**src/rtl/rom_download_sequencer_if.sv**
```systemverilog
// HPS download bus plus the byte-wide ROM write port of the sequencer.
// slave  : the sequencer (consumes ioctl_*, drives ioctl_wait and rom_*)
// master : the HPS/core side
interface rom_download_sequencer_if #(
  parameter int ROM_AW = 16
);
  logic              ioctl_download;
  logic              ioctl_wr;
  logic [26:0]       ioctl_addr;
  logic [15:0]       ioctl_dout;
  logic              ioctl_wait;
  logic [3:0]        rom_we;
  logic [ROM_AW-1:0] rom_addr;
  logic [7:0]        rom_data;

  modport slave (
    input  ioctl_download, ioctl_wr, ioctl_addr, ioctl_dout,
    output ioctl_wait, rom_we, rom_addr, rom_data
  );

  modport master (
    output ioctl_download, ioctl_wr, ioctl_addr, ioctl_dout,
    input  ioctl_wait, rom_we, rom_addr, rom_data
  );
endinterface

```
**src/rtl/rom_download_sequencer.sv**
```systemverilog
// ROM download sequencer: splits 16-bit HPS download words into two byte
// writes, decodes them into four ROM regions, throttles the HPS with
// ioctl_wait and holds the core in reset until RST_HOLD cycles after the
// download ends.
// Optional feature macro: ROM_DOWNLOAD_CHECKSUM_EN adds csum[15:0], the
// mod-2^16 sum of every in-range byte written since download rose.
module rom_download_sequencer #(
  parameter int ROM_AW   = 16,
  parameter int R0_END   = 'h10000,
  parameter int R1_END   = 'h18000,
  parameter int R2_END   = 'h20000,
  parameter int R3_END   = 'h28000,
  parameter int RST_HOLD = 1024
) (
  input  logic clk_sys,
  input  logic reset,
  rom_download_sequencer_if.slave bus,
  output logic core_reset,
  output logic loaded,
`ifdef ROM_DOWNLOAD_CHECKSUM_EN
  output logic [15:0] csum,
`endif
  output logic err
);
  localparam int HW = (RST_HOLD > 1) ? $clog2(RST_HOLD) : 1;

  typedef enum logic [2:0] {IDLE, WR_LO, WR_HI, HOLD, RUN} state_t;

  state_t            state_q, state_d;
  logic [26:0]       addr_q, addr_d;
  logic [15:0]       dout_q, dout_d;
  logic              wait_q, wait_d;
  logic [3:0]        we_q, we_d;
  logic [ROM_AW-1:0] raddr_q, raddr_d;
  logic [7:0]        rdata_q, rdata_d;
  logic              crst_q, crst_d;
  logic              loaded_q, loaded_d;
  logic              err_q, err_d;
  logic              dl_pend_q, dl_pend_d;  // a download happened, hold not yet started
  logic [HW-1:0]     hold_q, hold_d;

  logic [26:0]       byte_addr, base;
  logic [3:0]        dec_we;

  // Region decode of the byte currently being issued (low byte in WR_LO, high in WR_HI)
  always_comb begin
    byte_addr = addr_q + {26'd0, state_q == WR_HI};
    base      = '0;
    dec_we    = '0;
    if (byte_addr < 27'(R0_END)) begin
      dec_we = 4'b0001;
    end else if (byte_addr < 27'(R1_END)) begin
      dec_we = 4'b0010; base = 27'(R0_END);
    end else if (byte_addr < 27'(R2_END)) begin
      dec_we = 4'b0100; base = 27'(R1_END);
    end else if (byte_addr < 27'(R3_END)) begin
      dec_we = 4'b1000; base = 27'(R2_END);
    end
  end

  // Next-state and registered-output logic
  always_comb begin
    state_d   = state_q;
    addr_d    = addr_q;
    dout_d    = dout_q;
    wait_d    = wait_q;
    we_d      = '0;
    raddr_d   = raddr_q;
    rdata_d   = rdata_q;
    hold_d    = hold_q;
    dl_pend_d = dl_pend_q | bus.ioctl_download;
    err_d     = err_q | (bus.ioctl_wr & bus.ioctl_download &
                         (wait_q | state_q == WR_LO | state_q == WR_HI));
    case (state_q)
      IDLE, HOLD, RUN: begin
        if (bus.ioctl_download) begin
          // a fresh download aborts hold/run and is served like idle
          state_d = IDLE;
          if (bus.ioctl_wr) begin
            addr_d  = bus.ioctl_addr;
            dout_d  = bus.ioctl_dout;
            wait_d  = 1'b1;
            state_d = WR_LO;
          end
        end else if (state_q == IDLE && dl_pend_q) begin
          state_d   = HOLD;
          hold_d    = HW'(RST_HOLD - 1);
          dl_pend_d = 1'b0;
        end else if (state_q == HOLD) begin
          if (hold_q == '0) state_d = RUN;
          else              hold_d  = hold_q - 1'b1;
        end
      end
      WR_LO: begin
        we_d    = dec_we;
        raddr_d = ROM_AW'(byte_addr - base);
        rdata_d = dout_q[7:0];
        state_d = WR_HI;
      end
      WR_HI: begin
        we_d    = dec_we;
        raddr_d = ROM_AW'(byte_addr - base);
        rdata_d = dout_q[15:8];
        wait_d  = 1'b0;
        // going straight to HOLD keeps the hold measured from the last byte
        if (!bus.ioctl_download && dl_pend_q) begin
          state_d   = HOLD;
          hold_d    = HW'(RST_HOLD - 1);
          dl_pend_d = 1'b0;
        end else begin
          state_d = IDLE;
        end
      end
      default: state_d = IDLE;
    endcase
    crst_d   = (state_d != RUN);
    loaded_d = (state_d == RUN);
  end

  // State and output registers
  always_ff @(posedge clk_sys or posedge reset) begin
    if (reset) begin
      state_q   <= IDLE;
      addr_q    <= '0;
      dout_q    <= '0;
      wait_q    <= 1'b0;
      we_q      <= '0;
      raddr_q   <= '0;
      rdata_q   <= '0;
      crst_q    <= 1'b1;
      loaded_q  <= 1'b0;
      err_q     <= 1'b0;
      dl_pend_q <= 1'b0;
      hold_q    <= '0;
    end else begin
      state_q   <= state_d;
      addr_q    <= addr_d;
      dout_q    <= dout_d;
      wait_q    <= wait_d;
      we_q      <= we_d;
      raddr_q   <= raddr_d;
      rdata_q   <= rdata_d;
      crst_q    <= crst_d;
      loaded_q  <= loaded_d;
      err_q     <= err_d;
      dl_pend_q <= dl_pend_d;
      hold_q    <= hold_d;
    end
  end

`ifdef ROM_DOWNLOAD_CHECKSUM_EN
  logic        dl_prev_q, dl_prev_d;
  logic [15:0] csum_q, csum_d;

  // Running byte sum, restarted on each download rising edge
  always_comb begin
    dl_prev_d = bus.ioctl_download;
    csum_d    = csum_q;
    if (bus.ioctl_download && !dl_prev_q) csum_d = '0;
    else if (we_d != '0)                  csum_d = csum_q + {8'd0, rdata_d};
  end

  // Checksum registers
  always_ff @(posedge clk_sys or posedge reset) begin
    if (reset) begin
      dl_prev_q <= 1'b0;
      csum_q    <= '0;
    end else begin
      dl_prev_q <= dl_prev_d;
      csum_q    <= csum_d;
    end
  end

  assign csum = csum_q;
`endif

  assign bus.ioctl_wait = wait_q;
  assign bus.rom_we     = we_q;
  assign bus.rom_addr   = raddr_q;
  assign bus.rom_data   = rdata_q;
  assign core_reset     = crst_q | bus.ioctl_download;
  assign loaded         = loaded_q;
  assign err            = err_q;
endmodule

```
**src/flat_wrapper.sv**
```systemverilog
// flat-port wrapper written by rule: the top's interface ports become plain ports
module rom_download_sequencer_flat 
#(
  parameter int ROM_AW   = 16,
  parameter int R0_END   = 'h10000,
  parameter int R1_END   = 'h18000,
  parameter int R2_END   = 'h20000,
  parameter int R3_END   = 'h28000,
  parameter int RST_HOLD = 1024
)
  (clk_sys, reset, core_reset, loaded, err, bus_ioctl_download, bus_ioctl_wr, bus_ioctl_addr, bus_ioctl_dout, bus_ioctl_wait, bus_rom_we, bus_rom_addr, bus_rom_data);
  rom_download_sequencer_if #(.ROM_AW(ROM_AW)) bus_i ();
  input  logic clk_sys;
  input  logic reset;
  output logic core_reset;
  output logic loaded;
  output logic err;
  input wire logic [$bits(bus_i.ioctl_download)-1:0] bus_ioctl_download;
  input wire logic [$bits(bus_i.ioctl_wr)-1:0] bus_ioctl_wr;
  input wire logic [$bits(bus_i.ioctl_addr)-1:0] bus_ioctl_addr;
  input wire logic [$bits(bus_i.ioctl_dout)-1:0] bus_ioctl_dout;
  output wire logic [$bits(bus_i.ioctl_wait)-1:0] bus_ioctl_wait;
  output wire logic [$bits(bus_i.rom_we)-1:0] bus_rom_we;
  output wire logic [$bits(bus_i.rom_addr)-1:0] bus_rom_addr;
  output wire logic [$bits(bus_i.rom_data)-1:0] bus_rom_data;
  assign bus_i.ioctl_download = bus_ioctl_download;
  assign bus_i.ioctl_wr = bus_ioctl_wr;
  assign bus_i.ioctl_addr = bus_ioctl_addr;
  assign bus_i.ioctl_dout = bus_ioctl_dout;
  assign bus_ioctl_wait = bus_i.ioctl_wait;
  assign bus_rom_we = bus_i.rom_we;
  assign bus_rom_addr = bus_i.rom_addr;
  assign bus_rom_data = bus_i.rom_data;
  rom_download_sequencer #(.ROM_AW(ROM_AW), .R0_END(R0_END), .R1_END(R1_END), .R2_END(R2_END), .R3_END(R3_END), .RST_HOLD(RST_HOLD)) u_core (.clk_sys(clk_sys), .reset(reset), .bus(bus_i), .core_reset(core_reset), .loaded(loaded), .err(err));
endmodule
```
**config.mk**
```make
export PLATFORM = sky130hd
export DESIGN_NAME = rom_download_sequencer_flat
export DESIGN_NICKNAME = d
export VERILOG_FILES = /design/src/rtl/rom_download_sequencer_if.sv /design/src/rtl/rom_download_sequencer.sv /design/src/flat_wrapper.sv
export SDC_FILE = /design/constraint.sdc
export NUM_CORES = 1
export LEC_CHECK = 0
export BUFFER_PORTS_ARGS = -buffer_cell sky130_fd_sc_hd__buf_2
export CAP_MARGIN = 15
export CORE_ASPECT_RATIO = 0.6
export CORE_MARGIN = 8
export CORE_UTILIZATION = 53
export DETAILED_ROUTE_END_ITERATION = 6
export MAX_ROUTING_LAYER = met4
export PLACE_DENSITY = 0.73
export SLEW_MARGIN = 20
export SYNTH_ARGS = -nofsm -noshare
export SYNTH_HDL_FRONTEND = slang
export SYNTH_SLANG_ARGS = --single-unit
```
**constraint.sdc**
```tcl
create_clock -name clk_sys -period 8.91 [get_ports clk_sys]
set_input_delay 0.4455 -clock clk_sys [delete_from_list [all_inputs] [get_ports clk_sys]]
set_output_delay 0.4455 -clock clk_sys [all_outputs]
set_load 0.01 [all_outputs]
```
After elaboration in Yosys (flattened, before gate mapping)

Index checks and enable logic that the tools add are counted.

Bits in writable memories: 0
Bits in latches: 0
Flip-flop bits (word level): 89
Logic and storage cells: 79
Input port bits: 47
Memories: 0
Output and inout bits: 32
Memory bits (read-only): 0

Order comparisons: 4
Shift-type cells: 0
Eq/ne operators: 12
Bitwise logic cells: 7
Reduce and logical (&&, ||, !) cells: 12
$mul: 0
Multiplexer cells: 29
Add/sub/neg operators: 3
Divide/modulo/power cells: 0

Operators with widths:

| operator                                                      | number |
|---|---|
| less-than comparator 27 x 17 -> 1 bit (second input constant) | 2 |
| less-than comparator 27 x 18 -> 1 bit (second input constant) | 2 |
| two-way mux 10 bit                                            | 5 |
| two-way mux 16 bit                                            | 3 |
| adder 27 x 1 -> 27 bit                                        | 1 |
| two-way mux 4 bit                                             | 5 |
| one-hot mux 10 bit (2 select lines)                           | 1 |
| one-hot mux 8 bit (2 select lines)                            | 1 |
| subtractor 16 bit                                             | 1 |
| two-way mux 3 bit                                             | 4 |
| logical NOT 10 bit                                            | 1 |
| subtractor 10 x 1 -> 10 bit (second input constant)           | 1 |
| one-hot mux 3 bit (3 select lines)                            | 1 |
| != test 2 bit (second input constant)                         | 4 |
| == test 3 x 2 -> 1 bit (second input constant)                | 2 |
| == test 3 bit (second input constant)                         | 2 |
| two-way mux 1 bit                                             | 6 |
| AND reduction 3 bit                                           | 2 |
| OR 1 bit                                                      | 5 |
| AND reduction 5 bit                                           | 1 |
| one-hot mux 1 bit (2 select lines)                            | 2 |
| nonzero test 2 bit                                            | 2 |
| == test 3 x 1 -> 1 bit (second input constant)                | 1 |
| logical NOT 3 bit                                             | 1 |
| 9 further kinds                                               | 11 |

Logic depth before layout (Yosys ltp)

Depth after elaboration: 8
Gate-level depth with buffers: 12
Mapped depth without buffers: 9

Worst setup path before layout

No wires, ideal clock.

Kind: register to register
Start: reg u_core.state_q[1]
End: reg u_core.raddr_q[15], in the netlist u_core.bus.rom_addr[15]
Setup time: 124 ps
Data arrival time: 3,148 ps
Required time: 8,786 ps
Period minus slack after synthesis: 3,272 ps
Cell stages (with the launch flop): 13
Setup slack: 5,638 ps
Buffers on the path: 3
Path through: dfrtp_1 -> clkbuf_1 -> nor3b_1 -> buf_1 -> ha_1 -> ha_1 -> nand3_1 -> or4_1 -> buf_2 -> o21a_1 -> a211oi_2 -> o2111ai_1 -> o31a_1

Longest elaborated chain between the ends: 7
Elaborated cells between the ends (all ways): 11
Classes of those cells: 2 x add/sub; 3 x order compare; 2 x eq/ne; 3 x mux; 1 x reduce/logical

RTL lines:

| what                                  | RTL line                                                    | source |
|---|---|---|
| start: declaration                    | rom_download_sequencer.sv:29                                | `state_t state_q, state_d;` |
| start signal: assignment              | rom_download_sequencer.sv:136                               | `state_q <= state_d;` |
| == test 3 x 2 -> 1 bit                | rom_download_sequencer.sv:47, rom_download_sequencer.sv:74  |  |
| adder 27 x 1 -> 27 bit                | rom_download_sequencer.sv:47                                | `byte_addr = addr_q + {26'd0, state_q == WR_HI};` |
| less-than comparator 27 x 18 -> 1 bit | rom_download_sequencer.sv:54                                | `end else if (byte_addr < 27'(R2_END)) begin` |
| two-way mux 16 bit                    | rom_download_sequencer.sv:54                                |  |
| two-way mux 16 bit                    | rom_download_sequencer.sv:52                                | `end else if (byte_addr < 27'(R1_END)) begin` |
| two-way mux 16 bit                    | rom_download_sequencer.sv:50                                | `if (byte_addr < 27'(R0_END)) begin` |
| subtractor 16 bit                     | rom_download_sequencer.sv:96, rom_download_sequencer.sv:102 |  |
| end signal: assignment                | rom_download_sequencer.sv:141                               | `raddr_q <= raddr_d;` |
| end: declaration                      | rom_download_sequencer.sv:34                                | `logic [ROM_AW-1:0] raddr_q, raddr_d;` |

Parallel ways exist; a longest one is shown, timed or not.
A chain may end at the register's enable or synchronous reset.

Final worst setup path

Start: reg u_core.state_q[2]
End: reg u_core.we_q[3], in the netlist u_core.bus.rom_we[3]

Longest elaborated chain between the ends: 8
Elaborated cells between the ends (all ways): 13
Classes of those cells: 1 x add/sub; 4 x order compare; 2 x eq/ne; 5 x mux; 1 x reduce/logical

RTL lines:

| what                                  | RTL line                                                   | source |
|---|---|---|
| == test 3 x 2 -> 1 bit                | rom_download_sequencer.sv:47, rom_download_sequencer.sv:74 |  |
| adder 27 x 1 -> 27 bit                | rom_download_sequencer.sv:47                               |  |
| less-than comparator 27 x 18 -> 1 bit | rom_download_sequencer.sv:56                               | `end else if (byte_addr < 27'(R3_END)) begin` |
| two-way mux 4 bit                     | rom_download_sequencer.sv:56                               |  |
| two-way mux 4 bit                     | rom_download_sequencer.sv:54                               |  |
| two-way mux 4 bit                     | rom_download_sequencer.sv:52                               |  |
| two-way mux 4 bit                     | rom_download_sequencer.sv:50                               |  |
| two-way mux 4 bit *                   | rom_download_sequencer.sv:74                               | `case (state_q)` |
| net u_core.we_d[3]                    | rom_download_sequencer.sv:33                               | `logic [3:0] we_q, we_d;` |
| end signal: assignment                | rom_download_sequencer.sv:140                              | `we_q <= we_d;` |
| end: declaration                      | rom_download_sequencer.sv:33                               |  |

The timed path passes the listed nets; every way through them passes the cells marked *.

==> results.ini <==
[outcome]
status=finished clean

[pwr]
p_seq_share_pct=43.0
pwr-share-clk_pct=21.8
pwr-share-comb_pct=35.1
p_switching_uw=682.5
total_leakage_power_uw=0.002154
p_int_uw=1122
p_total_uw=1804
powerDensity_mw_per_mm2=363.3
ir_worst_vdd_v=0.0001934
switching_share_pct=37.83

[synth]
ys_ff_latch=89
synthCells=385
synth_xor_area_share_pct=3.378
muxShareOfSynthArea_pct=14.08
syn_area_sq_mm=0.004149
yosysSeqAreaShare_pct=53.71
yosysUniqueCellTypes=43
avgSynthCellArea_sq_um=10.78
synth_fp_nets=436
yosys.area_share.simple_pct=16.22
synth_top_family_by_area=simple AND/OR/NAND/NOR gates
postSynth.asyncResetShare_pct=100.0
synth_compound_area_share_pct=9.107
ys_warn_count=0
synth_commonest_cells=88 x dfrtp_1, 43 x mux2_2, 40 x nor2_1
synth_edf_count=0
synth_area_leaders=dfrtp_1 53%, mux2_2 12%, nor2_1 3.6%
yosys.area.top_type_share_pct=53.08
yosysMostFrequentCell=dfrtp_1
ys.flop_type=dfrtp_1
yosys.area.top_type=dfrtp_1
synthAdderAreaFrac_pct=1.206

[cts]
cts_buffer_depth=2
clock-root-buffer=clkbuf_16
post_cts_resized=0
cts_made_buffers=9
cts_tree=done
clk_pin_slew_worst_paths_ps=60
htree_levels=3
clock-sinks=89
cts_hold_buf=0
cts_setup_buffers=0
clkLatencyLatePin_ps=350

[detailed_routing]
drtIter0Drc=243
avgViaCountPerCell=5.651
postRouteAntennaNets=0
via_count=3238
drtPass1Iterations=5
routed_wl_microns=9939
drc=0
wl_per_cell_microns=17.35

[timing]
period_share_pct=46.06
period_needed_ps=4104
clock_skew_ps=6.568
rsz0062_at_grt=no
fmaxAchievable_ghz=0.2437
slew_viol_final=0
setup_viol=0
slew_headroom_pct=25.25
finalHoldViolCount=0
holdWs_ps=274.3
tightestPinTransition_ps=1116
tns_ps=0

[worst_setup_path]
crit_path_cell_trace=nor3b_2, ha_1, ha_1, nand3_1, or4_1, o21ai_1, nor4b_1, o2111ai_1, a2111oi_2
critPathRequiredTime_ps=9130
path_max_fanout=11
critPathKind=register to register
critical_path_buf_inv_count=0
crit_arrival_ps=4330
setup.worst_path.end_class=register
crit_slowest_cell=nor3b_2
crit_family=simple AND/OR/NAND/NOR gates
cp-start-kind=register
max_stage_delay_ps=950
ff2ff_setup_slack_ps=4810
cp_common_cell=ha_1

[die]
die-area_sq_mm=0.01101
initial_utilization_pct=53.70
die_h_microns=84.54
ios=79
dieWidth_microns=130.2
core_sq_mm=0.007726
rows=25

[placement]
hpwl_microns=7113
place_congestion=0.8656
io_buffers=78
place_area_sq_mm=0.004648

[final_layout]
n_antenna_cell=0
syn2layout_area_growth_pct=19.69
fillers=635
final_area_sq_mm=0.004966
drive_above_1_share_pct=33.12
nNetsFinal=511

[job]
max_cap_viol_count=0

[min_path]
min_path_type=input pin to async pin

[global_route]
grt_max_degree=90
antenna_found_initial=0
overflow=0
grt_pass1_wl_microns=16530
grt_pass1_vias=3220
grtUsageTotal_pct=19.73

## path summary, 6_finish.rpt
check	from	endpoint	cells after the start
worst min register to register	u_core.err$_DFF_PP0_	u_core.err$_DFF_PP0_	1
worst max-delay path	u_core.state_q[2]$_DFF_PP0_	u_core.bus.rom_we[3]$_DFF_PP0_	9
worst max register to register	u_core.state_q[2]$_DFF_PP0_	u_core.bus.rom_we[3]$_DFF_PP0_	9
worst min-delay path	reset	u_core.hold_q[5]$_DFFE_PP0P_	3
min in group clk_sys	bus_ioctl_addr[21]	u_core.addr_q[21]$_DFFE_PP0P_	3
max in group asynchronous	reset	u_core.dout_q[10]$_DFFE_PP0P_	3
## metal layers
| metal | vias to the layer above | global-route usage [%] | wire, microns |
|---|---|---|---|
| li1 | 1514 | - | - |
| met1 | 1587 | 28.02 | 4849 |
| met2 | 129 | 26.40 | 4264 |
| met3 | 8 | 5.376 | 738 |
| met4 | 0 | 6.394 | 86 |
| met5 | - | - | 0 |
## power groups by stage
stage               logic, uW  clock network (uW)  registers (uW)
floorplan                 452                   0             739
global placement          609                   0             767
detailed placement        638                   0             776
CTS                       642                 401             772
global route              708                 418             803
finish                    634                 394             776
## area by class of cell
class | instances | area, sq um | area share (%)
sequential | 89 | 2228 | 44.87
multi-input combinational | 271 | 1844 | 37.14
timing repair buffer | 80 | 409.1 | 8.239
clock buffer | 11 | 252.7 | 5.089
tap | 108 | 135.1 | 2.721
clock inverter | 5 | 61.31 | 1.235
inverter | 9 | 35.03 | 0.7055
## metrics by stage
| step | util [%] | setup WS (ps) | instances |
|---|---|---|---|
| 2_1_floorplan | - | 5638 | 385 |
| 3_3_place_gp | 60.16 | 5301 | 557 |
| 3_5_place_dp | 60.16 | 4898 | 557 |
| 4_1_cts | 64.23 | 4867 | 573 |
| 5_1_grt | 64.28 | 4502 | 573 |
| 6_report | 64.28 | 4806 | 573 |
## cell families (layout without fill, tap and decap cells)
kind of cell,after synthesis,count (layout)
AO/OA/AOI/OAI,63,63
multiplexers,53,53
XOR/XNOR,16,16
AND/OR/NAND/NOR,135,135
adder cells (fa/ha/maj),4,4
buffers and inverters,25,105
flip-flops,89,89
## cells in the final DEF (no fill, tap or decap), types with 6 or more instances in the layout
cell	count
nand2_1	28
nor2_1	39
mux2_2	43
clkbuf_16	9
buf_2	78
nor3_1	9
xor2_1	6
dfrtp_1	88
inv_1	8
xnor2_1	10
o21ai_0	14
a21oi_1	28
mux2i_1	10
nand3_1	12
nand4_1	9
## flip-flops by register name, indices dropped and copies added (netlist names)
name,count
u_core.state_q,3
u_core.bus.ioctl_wait,1
u_core.loaded,1
u_core.bus.rom_we,4
u_core.addr_q,27
u_core.err,1
u_core.bus.rom_data,8
u_core.hold_q,10
u_core.dl_pend_q,1
u_core.dout_q,16
u_core.bus.rom_addr,16
u_core.crst_q,1
## worst reg2reg max path, cell delays in order (launching register included)
cell and delay, ps:
dfrtp_1 490, nor3b_2 950, ha_1 330, ha_1 160, nand3_1 120, or4_1 590, o21ai_1 200, nor4b_1 410
o2111ai_1 350, a2111oi_2 390
No activity file was read; power rests on OpenSTA's default activity.
